==> config.mk <==
export PLATFORM = sky130hd
export DESIGN_NAME = ram_port_master
export DESIGN_NICKNAME = d
export VERILOG_FILES = /design/src/rtl/ram_port_master_pkg.sv /design/src/rtl/ram_port_master_be_merge.sv /design/src/rtl/ram_port_master.sv
export SDC_FILE = /design/constraint.sdc
export NUM_CORES = 1
export LEC_CHECK = 0
export BUFFER_PORTS_ARGS = -buffer_cell sky130_fd_sc_hd__buf_2
export CORE_ASPECT_RATIO = 0.7
export CORE_MARGIN = 3
export CORE_UTILIZATION = 49
export DETAILED_ROUTE_END_ITERATION = 16
export GPL_TIMING_DRIVEN = 0
export PLACE_DENSITY = 0.86
export SLEW_MARGIN = 20
export SYNTH_ARGS = -nofsm -noshare
export SYNTH_HDL_FRONTEND = slang
export SYNTH_SLANG_ARGS = --single-unit
==> constraint.sdc <==
create_clock -name clk -period 4.7 [get_ports clk]
set_clock_uncertainty 0.05 [all_clocks]
set_input_delay 0.94 -clock clk [delete_from_list [all_inputs] [get_ports clk]]
set_output_delay 0.94 -clock clk [all_outputs]
set_load 0.02 [all_outputs]
==> src/rtl/ram_port_master_pkg.sv <==
// Shared types and helpers for the RAM port initiator.
// Its state encoding, the full-word byte-enable constant and the alignment predicate
// are used when RAM_PORT_MASTER_MISALIGN_CHK_EN is defined.
package ram_port_master_pkg;

    typedef enum logic [1:0] {
        RPM_IDLE   = 2'd0,
        RPM_RESP   = 2'd1,
        RPM_RMW_WR = 2'd2
    } rpm_state_e;

    localparam logic [3:0] BE_FULL = 4'hF;

    // A full word needs a word-aligned address.
    // Halfword and byte enables must sit on their natural lanes.
    // An empty enable set never touches the RAM, so it counts as aligned.
    function automatic logic be_is_aligned(input logic [3:0] be, input logic [1:0] addr_lo);
        logic ok;
        case (be)
            BE_FULL:                     ok = (addr_lo == 2'b00);
            4'b0011, 4'b1100:            ok = 1'b1;
            4'b0001, 4'b0010,
            4'b0100, 4'b1000:            ok = 1'b1;
            4'b0000:                     ok = 1'b1;
            default:                     ok = 1'b0;
        endcase
        return ok;
    endfunction

endpackage

==> src/rtl/ram_port_master_be_merge.sv <==
// Per-byte mux: new store bytes where be is set, old RAM bytes elsewhere.
module be_merge #(
    parameter int DATA_W = 32
) (
    input  logic [DATA_W-1:0]   wdata_i,
    input  logic [DATA_W-1:0]   rdata_i,
    input  logic [DATA_W/8-1:0] be_i,
    output logic [DATA_W-1:0]   merged_o
);

    for (genvar gi = 0; gi < DATA_W/8; gi++) begin : g_byte
        assign merged_o[gi*8 +: 8] = be_i[gi] ? wdata_i[gi*8 +: 8] : rdata_i[gi*8 +: 8];
    end

endmodule

==> src/rtl/ram_port_master.sv <==
// Core-side req/gnt/rvalid initiator for a single-port, no-change-mode word RAM.
// Partial stores are emulated with a read-modify-write sequence, because the RAM has no byte enables.
// Optional misalignment checking is enabled by defining RAM_PORT_MASTER_MISALIGN_CHK_EN.
module ram_port_master
    import ram_port_master_pkg::*;
#(
    parameter int DATA_W = 32,
    parameter int ADDR_W = 32
) (
    input  logic                clk,
    input  logic                rstn,
    input  logic                req,
    output logic                gnt,
    input  logic                we,
    input  logic [DATA_W/8-1:0] be,
    input  logic [ADDR_W-1:0]   addr,
    input  logic [DATA_W-1:0]   wdata,
    output logic                rvalid,
    output logic [DATA_W-1:0]   rdata,
    output logic                err,
    output logic                ram_en,
    output logic                ram_we,
    output logic [ADDR_W-1:0]   ram_addr,
    output logic [DATA_W-1:0]   ram_di,
    input  logic [DATA_W-1:0]   ram_dout
);

    localparam int BE_W = DATA_W / 8;

    rpm_state_e          state_q;
    logic                rvalid_q;
    logic                load_q;
    logic                err_q;
    logic [ADDR_W-3:0]   addr_q;
    logic [BE_W-1:0]     be_q;
    logic [DATA_W-1:0]   wdata_q;
    logic [DATA_W-1:0]   merged;

    logic                can_acc;
    logic                is_full;
    logic                is_zero;
    logic                misalign;

    // Reset blocks new grants, and it also blocks the RMW write in the same cycle.
    assign can_acc = rstn && ((state_q == RPM_IDLE) || (state_q == RPM_RESP));
    assign gnt     = req && can_acc;
    assign is_full = &be;
    assign is_zero = ~|be;

`ifdef RAM_PORT_MASTER_MISALIGN_CHK_EN
    assign misalign = we ? !be_is_aligned(be[3:0], addr[1:0]) : (addr[1:0] != 2'b00);
`else
    logic unused_addr_lo;
    assign misalign       = 1'b0;
    assign unused_addr_lo = ^addr[1:0];
`endif

    be_merge #(.DATA_W(DATA_W)) u_merge (
        .wdata_i  (wdata_q),
        .rdata_i  (ram_dout),
        .be_i     (be_q),
        .merged_o (merged)
    );

    // RAM strobes are driven straight from the accepted request, or from the latched RMW context.
    always_comb begin
        ram_en   = 1'b0;
        ram_we   = 1'b0;
        ram_addr = '0;
        ram_di   = '0;
        if (state_q == RPM_RMW_WR) begin
            if (rstn) begin
                ram_en   = 1'b1;
                ram_we   = 1'b1;
                ram_addr = {addr_q, 2'b00};
                ram_di   = merged;
            end
        end else if (gnt && !misalign) begin
            if (!we) begin
                ram_en   = 1'b1;
                ram_addr = {addr[ADDR_W-1:2], 2'b00};
            end else if (is_full) begin
                ram_en   = 1'b1;
                ram_we   = 1'b1;
                ram_addr = {addr[ADDR_W-1:2], 2'b00};
                ram_di   = wdata;
            end else if (!is_zero) begin
                ram_en   = 1'b1;
                ram_addr = {addr[ADDR_W-1:2], 2'b00};
            end
        end
    end

    // The FSM and response registers advance on each accepted request, or on completion of the RMW write.
    always_ff @(posedge clk) begin
        if (!rstn) begin
            state_q  <= RPM_IDLE;
            rvalid_q <= 1'b0;
            load_q   <= 1'b0;
            err_q    <= 1'b0;
            addr_q   <= '0;
            be_q     <= '0;
            wdata_q  <= '0;
        end else begin
            case (state_q)
                RPM_RMW_WR: begin
                    state_q  <= RPM_RESP;
                    rvalid_q <= 1'b1;
                    load_q   <= 1'b0;
                    err_q    <= 1'b0;
                end
                default: begin
                    if (gnt) begin
                        if (misalign) begin
                            state_q  <= RPM_RESP;
                            rvalid_q <= 1'b1;
                            load_q   <= 1'b0;
                            err_q    <= 1'b1;
                        end else if (we && !is_full && !is_zero) begin
                            state_q  <= RPM_RMW_WR;
                            rvalid_q <= 1'b0;
                            load_q   <= 1'b0;
                            err_q    <= 1'b0;
                            addr_q   <= addr[ADDR_W-1:2];
                            be_q     <= be;
                            wdata_q  <= wdata;
                        end else begin
                            state_q  <= RPM_RESP;
                            rvalid_q <= 1'b1;
                            load_q   <= !we;
                            err_q    <= 1'b0;
                        end
                    end else begin
                        state_q  <= RPM_IDLE;
                        rvalid_q <= 1'b0;
                        load_q   <= 1'b0;
                        err_q    <= 1'b0;
                    end
                end
            endcase
        end
    end

    // Load data comes straight from the RAM output register during the response cycle.
    assign rvalid = rvalid_q && rstn;
    assign rdata  = (rvalid && load_q) ? ram_dout : '0;
    assign err    = rvalid && err_q;

endmodule

==> results by stage <==
CTS:
- The buffer depth of the longest clock path is 2.
- The insertion delay of the later-clocked pin in the worst-skew pair is 320 ps.
- The clock input transition at the sequential cells of the worst setup and hold paths is 60 ps.
- The count of hold buffers inserted by post-cts repair is 0.
- The number of clock sinks seen by CTS is 69.
- After clock tree synthesis, the setup repair step added 0 buffers.
- The CTS tree is done.
- CTS placed an instance of clkbuf_16 at the clock tree root.
- Clock tree synthesis inserted a total of 9 buffers.
- The number of resized instances in the post-cts repair step is 0.
- The clock tree synthesis step divided the H-tree into 3 levels.

Floorplan:
- The initial cell density of the core is 52.2%.
- After floorplanning, the core was sized to cover 7550 sq um.
- The floorplan has 26 rows.
- During I/O placement, the number of pins put on the boundary was 205.
- The floorplan die width is 113 um.
- The total die area is 9170 sq um.
- In this run the vertical extent of the chip is 81.0 um.

Place:
- The congestion estimate from routability-driven global placement came to 0.859.
- After legalization and detailed placement, the total HPWL measured 9990 um.
- During placement, the flow inserted port buffers numbering 198.
- The total cell area at the placement stage is 5060 sq um.
- Counting tap cells, the placed design contains a total of 772 instances.

Timing:
- The timing-limited maximum frequency is 277 MHz.
- Setup violations remaining at the end of the flow were counted as 0.
- The smallest hold slack is 407 ps.
- The share of the clock period used by the worst path is 76.7%.
- The number of max-slew violations in the final report is 0.
- The actual slew at the worst max-slew pin is 683 ps.
- For the final routed database, the setup TNS stands at 0 ps.
- For the finished layout, the period the worst path requires is 3600 ps.
- Setup repair after global routing left no endpoint under its margin.
- The number of hold-slack violations in the final timing report is 0.
- The normalized max-slew margin is 54.4%.

Power:
- Across the VDD grid, the largest voltage drop is 196 uV.
- For this design the static power due to leakage is 2.42 nW.
- In this run the power density over the cells is 288 nW/um^2.

Cells and area:
- After the flow finishes, the layout carries non-filler instances totaling 788.
- The count of fill cells added during filler insertion is 602.
- The area growth from synthesis to layout is 35.9%.
- The ratio of cells with drive above 1 in the final layout is 37.2%.
- The count of antenna diodes in the layout is 0.
- The total non-filler cell area in the finished layout is 5350 sq um.
- In the final layout, the multi-input gates occupy 2280 sq um.
- The area taken by flip-flops and latches is 1380 sq um.
- The layout net count is 789.

Yosys:
- The number of synthesized flops with an enable pin is 0.
- Yosys instantiated no cell more often than dfxtp_1.
- The top cell type's share of synthesized area is 35.1%.
- For this run, the number of Yosys warnings is 0.
- Synthesis produced a netlist whose cell count is 474.
- By count the netlist is led by dfxtp_1 (69), nand2_1 (67), nand4_1 (63).
- In this run the mean area of a mapped cell was 8.31 sq um.
- The proportion of register bits with asynchronous set or reset after synthesis is 0%.
- The share of the Yosys chip area taken by registers is 35.1%.
- The mapped netlist covers 3940 sq um.
- The synthesized design contains 69 register bits.
- In the post-synthesis netlist, the biggest area contributors are dfxtp_1 (35%), nand4_1 (10%), mux2i_1 (8.1%).
- The library cell occupying the most area in the post-synthesis netlist is dfxtp_1.
- Yosys mapped the design onto 28 distinct sky130hd cell types.
- The most used flip-flop cell after synthesis is dfxtp_1.

Setup path:
- The type of origin of the critical path is an input pin.
- The sort of element at the end of the critical path is a primary output.
- STA puts the critical path data required time at 3710 ps.
- The category of the most critical setup path is in2out.
- The arrival time at the worst endpoint is 2610 ps.
- Of all nets on the critical path, the largest fanout is 10.

Worst hold path:
- The worst hold path class is reg2reg.

GRT:
- Global routing finished with a remaining overflow of 0.
- The overall routing resource usage is 27.6%.
- The first-pass GRT wire length is 20,300 um.
- The pin count of the biggest net entering global routing is 12.
- The initial antenna violation count is 0.
- The number of global-route vias before repair came to 4,140.

Detailed routing:
- The final routed wire length divided by cell count is 16.8 um.
- The first TritonRoute pass finished after 5 iterations.
- The via count normalized by instance count is 5.77.
- In this run the remaining antenna-violating nets after routing total 0.
- The routed layout has 4,545 vias.
- After detailed routing, the total wire length is 13,200 um.
- The iteration-0 DRC count of the detailed router is 267.
- The detailed-route DRC error count is 0.

Status:
- The run finished with clean final reports.

Run:
- Max-cap violations in this run came to 0.
[area by class of cell]
class	instances	share of cell area, %
Tap cell	98	2.29
Clock inverter	4	0.888
Buffer	61	5.19
Inverter	1	0.0701
Sequential cell	69	25.8
Clock buffer	12	4.60
Timing Repair Buffer	198	18.5
Multi-Input combinational cell	345	42.7
[worst paths after layout]
check	startpoint	to	slack, ps	cells past startpoint
min reg2reg	wdata_q[0]$_SDFFE_PN0P_	wdata_q[0]$_SDFFE_PN0P_	410	2
min	wdata_q[0]$_SDFFE_PN0P_	wdata_q[0]$_SDFFE_PN0P_	410	2
max	rstn	ram_di[27]	1100	8
max reg2reg	state_q[1]$_SDFF_PP0_	addr_q[26]$_SDFFE_PN0P_	2900	6
[power breakdown]
part,internal (mW),switching [mW],total (mW)
Sequential,0.617,0.0169,0.634
Combinational,0.0968,0.146,0.243
Clock,0.424,0.240,0.663
Total,1.14,0.402,1.54
[stage by stage]
step / total power, mW / setup WS [ps] / utilization [%]
3_3_place_gp: 0.877 / 1120 / 67.0
5_1_grt: 1.60 / 956 / 70.9
3_5_place_dp: 0.885 / 1130 / 67.0
6_report: 1.54 / 1100 / 70.9
2_1_floorplan: 0.781 / 1560 / -
4_1_cts: 1.54 / 1120 / 70.9
[sequential cells by signal (all words and copies together) (netlist names)]
register  cells
wdata_q      32
addr_q       30
be_q          4
state_q       2
load_q        1
[layout by cell type (no fill, tap or decap), types with 2 or more instances in the layout]
master,Yosys,routed
or2_2,2,2
mux2i_1,32,32
a22o_1,30,30
nand2_1,67,67
nor2_1,2,2
buf_6,4,4
nand4_1,63,63
buf_1,9,9
nand3_1,4,4
and2_1,33,33
clkinv_2,0,2
buf_4,3,3
and3_1,2,2
dfxtp_1,69,69
clkbuf_16,0,9
o21ai_2,29,29
conb_1,1,3
buf_2,6,204
o21ai_0,38,38
o2bb2ai_1,32,32
clkbuf_1,39,41
[per-layer routing]
layer  vias to the layer above  GRT usage [%]  routed length (um)  part of all wire, %
met5                         -              0                   0                    0
met4                         0           8.88                 249                  1.9
met3                        24           5.81                1030                  7.8
met2                       220           46.4                6340                   48
met1                      2131           35.7                5610                   42
li1                       2170              -                   -                    -
[worst max-delay path, stage by stage]
cell and delay (ps):
buf_2 170, and4b_1 210, clkbuf_1 170, nor2b_1 150
clkbuf_1 310, buf_2 300, o2bb2ai_1 160, buf_2 200
[logic make-up after synthesis]
family	Yosys count	share of synthesized area, %
AO/OA/AOI/OAI	130	25.2
buffers and inverters	62	7.15
flip-flops	69	35.1
other	1	0.0952
AND/OR/NAND/NOR	180	24.4
multiplexers	32	8.13
Note: power is estimated with default switching activity, not from simulation.
